File: config.mk
export PLATFORM = sky130hd
export DESIGN_NAME = mips_multicycle_ctrl
export DESIGN_NICKNAME = d
export VERILOG_FILES = /design/src/rtl/mips_multicycle_ctrl.sv
export SDC_FILE = /design/constraint.sdc
export NUM_CORES = 1
export LEC_CHECK = 0
export ABC_CLOCK_PERIOD_IN_PS = 2300
export CORE_MARGIN = 2
export CORE_UTILIZATION = 53
export CTS_BUF_LIST = sky130_fd_sc_hd__clkbuf_8
export DETAILED_ROUTE_END_ITERATION = 10
export GPL_TIMING_DRIVEN = 1
export PLACE_DENSITY = 0.92
export REMOVE_ABC_BUFFERS = 1
export SLEW_MARGIN = 15
export SYNTH_ARGS = -nofsm -noshare
export SYNTH_HDL_FRONTEND = slang
export SYNTH_SLANG_ARGS = --single-unit
export TNS_END_PERCENT = 50
File: constraint.sdc
create_clock -name clk -period 2.3 [get_ports clk]
set_input_delay 0.345 -clock clk [delete_from_list [all_inputs] [get_ports clk]]
set_output_delay 0.345 -clock clk [all_outputs]
set_load 0.05 [all_outputs]
File: src/rtl/mips_multicycle_ctrl.sv
// Main control FSM for the multicycle MIPS core.
// Sequences fetch/decode/execute/memory/writeback over a shared ALU, register
// file and unified memory. Memory states wait on mem_ready under a watchdog
// that parks the FSM in a sticky FAULT state. Undecodable opcodes and R-type
// functs raise a one-cycle illegal_op pulse.
// Build option: define MIPS_CTRL_LOGIC_IMM_EN to also execute andi/ori
// (zero-extended immediate, and/or ALU op); otherwise those are illegal.
module mips_multicycle_ctrl #(
  parameter int unsigned MAX_WAIT = 15
) (
  input  logic       clk,
  input  logic       reset_n,
  input  logic [5:0] op,
  input  logic [5:0] funct,
  input  logic       zero,
  input  logic       mem_ready,
  output logic       pc_en,
  output logic       iord,
  output logic       mem_req,
  output logic       mem_write,
  output logic       ir_write,
  output logic       reg_write,
  output logic       reg_dst,
  output logic       mem_to_reg,
  output logic       alu_src_a,
  output logic [1:0] alu_src_b,
  output logic [2:0] alu_control,
  output logic [1:0] pc_src,
  output logic       ext_sign,
  output logic       illegal_op,
  output logic       fault
);

`ifdef MIPS_CTRL_LOGIC_IMM_EN
  localparam bit LOGIC_IMM_EN = 1'b1;
`else
  localparam bit LOGIC_IMM_EN = 1'b0;
`endif

  localparam logic [7:0] WAIT_LIM = MAX_WAIT[7:0];

  localparam logic [5:0] OP_RTYPE = 6'b000000;
  localparam logic [5:0] OP_LW    = 6'b100011;
  localparam logic [5:0] OP_SW    = 6'b101011;
  localparam logic [5:0] OP_BEQ   = 6'b000100;
  localparam logic [5:0] OP_ADDI  = 6'b001000;
  localparam logic [5:0] OP_SLTI  = 6'b001010;
  localparam logic [5:0] OP_ANDI  = 6'b001100;
  localparam logic [5:0] OP_ORI   = 6'b001101;
  localparam logic [5:0] OP_J     = 6'b000010;

  localparam logic [2:0] ALU_ADD = 3'b010;
  localparam logic [2:0] ALU_SUB = 3'b110;
  localparam logic [2:0] ALU_AND = 3'b000;
  localparam logic [2:0] ALU_OR  = 3'b001;
  localparam logic [2:0] ALU_SLT = 3'b111;

  typedef enum logic [3:0] {
    S_FETCH, S_DECODE, S_MEMADR, S_MEMRD, S_MEMWB, S_MEMWR, S_RTYPEEX,
    S_ALUWB, S_BEQ, S_IMMEX, S_IMMWB, S_JUMP, S_FAULT
  } state_t;

  state_t     state;
  logic [7:0] wait_cnt;
  logic [5:0] op_q;
  logic [5:0] funct_q;

  // R-type funct decode: {valid, alu_control}; unknown functs fall back to add
  function automatic logic [3:0] rtype_alu(input logic [5:0] f);
    case (f)
      6'b100000: rtype_alu = {1'b1, ALU_ADD};
      6'b100010: rtype_alu = {1'b1, ALU_SUB};
      6'b100100: rtype_alu = {1'b1, ALU_AND};
      6'b100101: rtype_alu = {1'b1, ALU_OR};
      6'b101010: rtype_alu = {1'b1, ALU_SLT};
      default:   rtype_alu = {1'b0, ALU_ADD};
    endcase
  endfunction

  // Immediate-op decode: {ext_sign, alu_control}; logical ops zero-extend
  function automatic logic [3:0] imm_alu(input logic [5:0] o);
    case (o)
      OP_SLTI: imm_alu = {1'b1, ALU_SLT};
      OP_ANDI: imm_alu = {1'b0, ALU_AND};
      OP_ORI:  imm_alu = {1'b0, ALU_OR};
      default: imm_alu = {1'b1, ALU_ADD};
    endcase
  endfunction

  logic [3:0] r_dec;
  logic [3:0] i_dec;
  assign r_dec = rtype_alu(funct_q);
  assign i_dec = imm_alu(op_q);

  // State sequencing, memory-wait watchdog, sticky fault and illegal pulse
  always_ff @(posedge clk or negedge reset_n) begin
    if (!reset_n) begin
      state      <= S_FETCH;
      wait_cnt   <= '0;
      fault      <= 1'b0;
      illegal_op <= 1'b0;
      op_q       <= '0;
      funct_q    <= '0;
    end else begin
      illegal_op <= 1'b0;
      wait_cnt   <= '0;
      case (state)
        S_FETCH, S_MEMRD, S_MEMWR: begin
          // ready wins over the watchdog, even at the final allowed count
          if (mem_ready) begin
            state <= (state == S_FETCH) ? S_DECODE :
                     (state == S_MEMRD) ? S_MEMWB  : S_FETCH;
          end else if (wait_cnt == WAIT_LIM) begin
            state <= S_FAULT;
            fault <= 1'b1;
          end else begin
            wait_cnt <= wait_cnt + 8'd1;
          end
        end
        S_DECODE: begin
          op_q    <= op;
          funct_q <= funct;
          case (op)
            OP_LW, OP_SW:     state <= S_MEMADR;
            OP_RTYPE:         state <= S_RTYPEEX;
            OP_BEQ:           state <= S_BEQ;
            OP_ADDI, OP_SLTI: state <= S_IMMEX;
            OP_J:             state <= S_JUMP;
            OP_ANDI, OP_ORI: begin
              if (LOGIC_IMM_EN) begin
                state <= S_IMMEX;
              end else begin
                illegal_op <= 1'b1;
                state      <= S_FETCH;
              end
            end
            default: begin
              illegal_op <= 1'b1;
              state      <= S_FETCH;
            end
          endcase
        end
        S_MEMADR: state <= (op_q == OP_LW) ? S_MEMRD : S_MEMWR;
        S_RTYPEEX: begin
          if (r_dec[3]) begin
            state <= S_ALUWB;
          end else begin
            illegal_op <= 1'b1;
            state      <= S_FETCH;
          end
        end
        S_IMMEX: state <= S_IMMWB;
        S_FAULT: state <= S_FAULT;
        default: state <= S_FETCH;
      endcase
    end
  end

  // Moore datapath controls; only pc_en/ir_write are qualified by mem_ready/zero.
  // Held inactive while reset_n is low so an in-flight access drops immediately.
  always_comb begin
    pc_en       = 1'b0;
    iord        = 1'b0;
    mem_req     = 1'b0;
    mem_write   = 1'b0;
    ir_write    = 1'b0;
    reg_write   = 1'b0;
    reg_dst     = 1'b0;
    mem_to_reg  = 1'b0;
    alu_src_a   = 1'b0;
    alu_src_b   = 2'b00;
    alu_control = 3'b000;
    pc_src      = 2'b00;
    ext_sign    = 1'b1;
    if (reset_n) begin
      case (state)
        S_FETCH: begin
          mem_req     = 1'b1;
          alu_src_b   = 2'b01;
          alu_control = ALU_ADD;
          ir_write    = mem_ready;
          pc_en       = mem_ready;
        end
        S_DECODE: begin
          alu_src_b   = 2'b11;
          alu_control = ALU_ADD;
        end
        S_MEMADR: begin
          alu_src_a   = 1'b1;
          alu_src_b   = 2'b10;
          alu_control = ALU_ADD;
        end
        S_MEMRD: begin
          mem_req = 1'b1;
          iord    = 1'b1;
        end
        S_MEMWR: begin
          mem_req   = 1'b1;
          iord      = 1'b1;
          mem_write = 1'b1;
        end
        S_MEMWB: begin
          reg_write  = 1'b1;
          mem_to_reg = 1'b1;
        end
        S_RTYPEEX: begin
          alu_src_a   = 1'b1;
          alu_control = r_dec[2:0];
        end
        S_ALUWB: begin
          reg_write = 1'b1;
          reg_dst   = 1'b1;
        end
        S_BEQ: begin
          alu_src_a   = 1'b1;
          alu_control = ALU_SUB;
          pc_src      = 2'b01;
          pc_en       = zero;
        end
        S_IMMEX: begin
          alu_src_a   = 1'b1;
          alu_src_b   = 2'b10;
          alu_control = i_dec[2:0];
          ext_sign    = i_dec[3];
        end
        S_IMMWB: reg_write = 1'b1;
        S_JUMP: begin
          pc_src = 2'b10;
          pc_en  = 1'b1;
        end
        default: ;
      endcase
    end
  end

endmodule

==> results <==
cell type report:
type | instances | area (µm²) | area share, %
clock buffers | 4 | 55.1 | 2.39
inverters | 4 | 15.0 | 0.651
multi-input cells | 146 | 955 | 41.4
flip-flops and latches | 26 | 652 | 28.3
well taps | 44 | 55.1 | 2.39
repair buffers | 44 | 573 | 24.9
logic make-up after synthesis:
group,synth area share (%)
compound gates,12.0
xor+xnor,4.59
fa+ha+maj,0.741
buf+inv,5.41
flops,38.5
mux,8.81
simple gates,29.9
flip-flops by register name, indices dropped and copies added (netlist names):
name and count:
wait_cnt 8, funct_q 6, op_q 6, state 4, fault 1, illegal_op 1
worst reg2reg max path, stage by stage, from the launching register on:
cell     delay, ns
dfrtp_1       0.48
buf_4         0.20
xor2_2        0.17
nor4_4        0.20
nor2_2        0.10
or2_1         0.33
mux2_4        0.32
per-stage QoR:
step | util [%] | std cells | hold slack [ns] | worst slack [ns] | setup TNS (ns)
final | 75.5 | 268 | 0.442 | 0.0829 | 0
after detailed placement | 73.4 | 264 | 0.462 | 0.205 | 0
after global routing | 75.5 | 268 | 0.474 | -0.0582 | -0.112
after CTS | 75.2 | 268 | 0.447 | 0.0202 | 0
after global placement | 73.4 | 264 | 0.453 | 0.273 | 0
after floorplan | - | 176 | 0.0494 | -0.514 | -0.793
worst paths after layout:
check | startpoint | end | slack (ns)
worst max register to register | state[0]$_DFFE_PN0P_ | state[2]$_DFFE_PN0P_ | 0.40
worst min register to register | wait_cnt[0]$_DFF_PN0_ | wait_cnt[0]$_DFF_PN0_ | 0.49
worst min-delay path | reset_n | state[3]$_DFFE_PN0P_ | 0.44
min in group clk | wait_cnt[0]$_DFF_PN0_ | wait_cnt[0]$_DFF_PN0_ | 0.49
worst max-delay path | state[1]$_DFFE_PN0P_ | ext_sign | 0.08
max in group asynchronous | reset_n | state[1]$_DFFE_PN0P_ | 1.50
power by group through the flow:
stage | sequential [W] | clock [W] | combinational, W
2_1_floorplan | 0.000824 | 0 | 0.000887
5_1_grt | 0.000792 | 0.000307 | 0.00167
6_report | 0.000769 | 0.000285 | 0.00154
3_5_place_dp | 0.000772 | 0 | 0.00153
3_3_place_gp | 0.000754 | 0 | 0.00150
4_1_cts | 0.000761 | 0.000290 | 0.00154
per-layer routing:
| metal | share of wire (%) | vias up | global-route usage [%] |
|---|---|---|---|
| met5 | 0 | - | 0 |
| met1 | 44 | 722 | 32.2 |
| met2 | 51 | 50 | 40.7 |
| li1 | - | 732 | - |
| met3 | 3.4 | 4 | 3.20 |
| met4 | 1.2 | 0 | 8.07 |
what timing repair did:
| action | 4_1_cts | 5_1_grt |
|---|---|---|
| hold endpoints to repair | 0 | 0 |
| resized for setup | 0 | 4 |
| endpoints found under the setup margin | 0 | 4 |
placed cells by master (no fill, tap or decap), drive strengths merged, types with 2 or more instances in the layout:
cell / n
a21oi: 5
a221o: 2
a311oi: 3
and2: 3
and3: 2
buf: 27
clkbuf: 4
clkdlybuf4s50: 17
dfrtp: 26
inv: 4
mux2: 12
nand2: 18
nand2b: 8
nand3: 5
nand4: 3
nor2: 33
nor2b: 2
nor3: 8
nor4: 2
nor4b: 2
o211ai: 2
o21ai: 7
or2: 2
or3: 2
or4: 3
xnor2: 5
xor2: 3
==> results.sh <==
export IMPL_p_switching_w=0.00112
export IMPL_cpLargestDelayFamily="simple AND/OR/NAND/NOR gates"
export IMPL_syn_area_mm2=0.00169
export IMPL_stdcell_area_mm2=0.00230
export IMPL_pwr_density_cell_mw_per_mm2=1130
export IMPL_netlist_instances=186
export IMPL_nNetsFinal=242
export IMPL_antenna_found_initial=0
export IMPL_synthFlopType="dfrtp_1"
export IMPL_r2r_cells=6
export IMPL_core_area_mm2=0.00305
export IMPL_synthTopCellsByArea="dfrtp_1 39%, mux2_2 7.3%, nor2_1 7.1%"
export IMPL_drc=0
export IMPL_cts_htree_levels=1
export IMPL_cts_buffer_depth=2
export IMPL_drtIter0Drc=71
export IMPL_grt_pass1_vias=1463
export IMPL_wl_per_cell_um=14.4
export IMPL_synthArstFlopShare_pct=100
export IMPL_routed_wl_um=3860
export IMPL_dp_hpwl_um=3040
export IMPL_rsz0062_at_grt="yes"
export IMPL_yosysTopAreaCellShare_pct=38.5
export IMPL_yosysTopAreaCell="dfrtp_1"
export IMPL_power_w=0.00260
export IMPL_fin_crit_sh_pct=96.4
export IMPL_diodes=0
export IMPL_cp_required_ns=1.96
export IMPL_max_stage_delay_ns=0.49
export IMPL_placed_area_mm2=0.00224
export IMPL_design_die_area_mm2=0.00365
export IMPL_drive_above_1_share_pct=23.7
export IMPL_timing_final_crit_period_ns=2.22
export IMPL_cts_tree="yes"
export IMPL_crit_fanout=10
export IMPL_drv_cap=0
export IMPL_swShare_pct=43.0
export IMPL_numCtsBuffers=3
export IMPL_critPathBufInv=1
export IMPL_hp_class="in -> async"
export IMPL_hold_violations=0
export IMPL_p_int_w=0.00148
export IMPL_worstPathCellList="nand2b_1 -> or2_2 -> or4_1 -> buf_4"
export IMPL_ant_nets=0
export IMPL_yosysMostFrequentCell="nor2_1"
export IMPL_vias_per_cell=5.63
export IMPL_cts_clk_slew_worst_paths_ns=0.08
export IMPL_arrival_ns=1.87
export IMPL_p_comb_share_pct=59.4
export IMPL_yosys_cell_types_count=47
export IMPL_start_util_pct=55.3
export IMPL_status="complete, no violations"
export IMPL_grt_pass1_wl_um=6620
export IMPL_clock_latency_ns=0.26
export IMPL_slowest_stage="dfrtp_2"
export IMPL_grt_start_max_net_pins=17
export IMPL_place_congestion=0.831
export IMPL_synth_warnings=0
export IMPL_crit_cells=4
export IMPL_synth_edf_count=0
export IMPL_cts_root_buf="clkbuf_8"
export IMPL_start_kind="flop"
export IMPL_worstMarginPinSlew_ns=0.539
export IMPL_die_h_um=60.5
export IMPL_slew_headroom_pct=63.5
export IMPL_syn_to_final_growth_pct=36.4
export IMPL_leakage_nw=0.922
export IMPL_cts_num_sinks=26
export IMPL_grt_remaining_overflow=0
export IMPL_seqPwrFrac_pct=29.6
export IMPL_synth_common_cells="32 x nor2_1, 26 x dfrtp_1, 18 x nand2_1"
export IMPL_end_kind="output pin"
export IMPL_setup_violations=0
export IMPL_grt_use_total_pct=24.1
export IMPL_peakVddDrop_v=0.000691
export IMPL_skew_ns=0.00271
export IMPL_yosysSeqAreaShare_pct=38.5
export IMPL_hold_buffers=0
export IMPL_crit_type="reg -> out"
export IMPL_ys_ff_latch=26
export IMPL_cts_setup_buffers=0
export IMPL_vias=1508
export IMPL_dr_pass1_iters=4
export IMPL_rows=20
export IMPL_pin_count=35
export IMPL_io_buffer_count=34
export IMPL_fill_cells=199
export IMPL_slew_viol_final=0
export IMPL_power_frac_clock_pct=11.0
export IMPL_die_x_um=60.5
export IMPL_fmax_mhz=451
export IMPL_avgSynthCellArea_um2=9.08
Power figures use the tool's default switching activity.
==> RTL edit, RTL diff (config.mk and constraints unchanged) <==
Make the reset (`reset_n`) synchronous in one clocked block.
--- a/src/rtl/mips_multicycle_ctrl.sv
+++ b/src/rtl/mips_multicycle_ctrl.sv
@@ -93,7 +93,7 @@
   assign i_dec = imm_alu(op_q);
 
   // State sequencing, memory-wait watchdog, sticky fault and illegal pulse
-  always_ff @(posedge clk or negedge reset_n) begin
+  always_ff @(posedge clk) begin
     if (!reset_n) begin
       state      <= S_FETCH;
       wait_cnt   <= '0;
Function: differs if reset_n is asserted again (counterexample within 4 cycles, from zero or initial values and one cycle with reset_n low); with reset_n held inactive, the same outputs for 10 cycles.
==> RTL edit against the unedited design <==
  * Sequential cell count did not move
  * Routed wire length grew 14%
  * Setup slack better by 0.028 ns
  * Sequential share of layout area is 4.7 points lower
  * Critical path depth rose by 1
  * Via count is 16% higher
  * Synthesized area down 4.7%
  * Count of clock-buffer cells in the layout decreased by 1
  * Cell area decreased by 3.6%
  * Cell count rose by 4.5%
  * Register-to-register slack better by 0.03 ns
Power is not compared: it rests on default switching activity, and its combinational part moved more than twofold at a synthesized area within 25%.
==> RTL edit: results (changes against the unedited design) <==
[timing]
slew_headroom_pct = 65.8  ; +2.3 points
finalClockSkew_ns = 0.00462  ; +0.00191 ns
holdWs_ns = 0.453  ; +0.0112 ns

[yosys]
synthAdderAreaFrac_pct = 0.778  ; +0.037 points
yosys.cell_types.count = 51  ; +8.5%
synth_compound_area_share_pct = 21.5  ; +9.5 points
postSynth.asyncResetShare_pct = 0  ; -100 points
seq_area_frac_synth_pct = 32.3  ; -6.2 points
synth_edf_count = 0  ; unchanged
synth-xor-area-share_pct = 4.90  ; +0.31 points
netlist_top_cells_count = 37 x nand2_1, 26 x dfxtp_1, 22 x a21oi_1, 22 x nor2_1, 10 x nor3_1
syn_area_per_cell_um2 = 7.52  ; -17%
synth-main-ff-cell = dfxtp_1
muxShareOfSynthArea_pct = 2.57  ; -6.2 points
synthTopCellsByArea = dfxtp_1 32%, nand2_1 8.6%, a21oi_1 6.8%

[grt]
grt_pass1_wl_um = 7290  ; +10%
grt_pass1_vias = 1591  ; +8.7%
antenna_found_initial = 0  ; unchanged
grt_max_degree = 19  ; +2
grt.total_usage_pct = 27.3  ; +3.3 points

[finish]
final_nets = 268  ; +11%
top_regs = wait_cnt (8), funct_q (6), op_q (6)
final.fill_count = 177  ; -11%
fin_cells = 280  ; +4.5%
drive_gt1_share_pct = 16.9  ; -6.8 points

[placed_design]
placedInstanceArea_um2 = 2170  ; -3.1%
dpl.cell_count = 277  ; +4.9%
post-dp-hpwl_um = 3180  ; +4.7%
gp_congestion = 0.915  ; +10%

[clock_tree]
clk_latency_ns = 0.28  ; +0.02 ns
path_clk_slew_ns = 0.08  ; about the same
cts-htree-levels = 1  ; unchanged
cts_setup_buffers = 0  ; unchanged

[setup_path]
arrival_ns = 1.84  ; -0.03 ns
reg2reg_setup_slack_ns = 0.43  ; +0.03 ns
r2r-start = state[0]$_SDFFE_PN0P_
cpPeakStageDelay_ns = 0.52  ; +0.03 ns
path_max_fanout = 9  ; -1
startpoint = state[0]$_SDFFE_PN0P_
crit_family = simple AND/OR/NAND/NOR gates
critPathCapture = pc_en
slowest_stage = dfxtp_1
r2r_end = state[0]$_SDFFE_PN0P_

[hold_path]
min_delay_path_depth = 1
hold_class = reg2reg
min_from = wait_cnt[0]$_SDFF_PP0_

[routing]
drt_iter0_markers = 145  ; +100%
wire_per_inst_um = 15.7  ; +8.8%
vias = 1754  ; +16%
firstDrtPassIters = 5  ; +1

[power_and_ir_drop]
clock_power_share_pct = 16.1

[status]
status = finished clean

## RTL edit: cell types whose count changed after synthesis, sizes merged, moves of 3 or more
cell    unedited run  this run
nor2b              2         8
nor2              33        22
dfrtp             26         0
dfxtp              0        26
a21oi              5        22
o21ai              7         3
and3               2         5
nand2b             8         4
mux2              12         1
or4                3         0
a311oi             3         0
nand2             18        38
clkbuf             3         7
nand3              5         8
## RTL edit: stage by stage
stage	utilization, %	setup WS (ns)	TNS [ns]
6_report	78.5	0.110	0
5_1_grt	78.5	0.0199	0
4_1_cts	78.3	0.0280	0
3_5_place_dp	76.8	0.289	0
3_3_place_gp	76.8	0.300	0
2_1_floorplan	-	-0.237	-0.843
## RTL edit: per-layer routing
metal,vias to the layer above,track usage (%),share of wire (%)
met4,0,14.3,2.8
met2,108,43.7,47
met3,14,2.84,8.1
li1,836,-,-
met1,796,36.4,42
met5,-,0,0
## RTL edit: final cells by class
class	instances	share of cell area, %
Multi-Input combinational cell	172	46.4
Timing Repair Buffer	44	25.8
Sequential cell	26	23.5
Clock buffer	3	1.86
Tap cell	31	1.75
Inverter	4	0.676
## RTL edit: cells by family (layout without fill, tap and decap cells)
kind of cell,count (synthesis),after routing
AOI/OAI and AO/OA,48,48
adders and majority gates,1,1
DFF,26,26
xor gates and xnor gates,9,9
muxes,4,4
buffers and inverters,16,51
and+or+nand+nor,110,110
## RTL edit: repair_timing
item	4_1_cts	5_1_grt
hold buffers	0	0
endpoints found under the setup margin	3	10
gates resized for setup	1	2
hold endpoints to repair	0	0
## RTL edit: worst register-to-register path: stages (launching register included)
cell and delay, ns:
dfxtp_1 0.52, buf_4 0.24, o21ba_2 0.20, a2111oi_4 0.36, buf_4 0.21, nand2_2 0.12, o2bb2ai_1 0.16
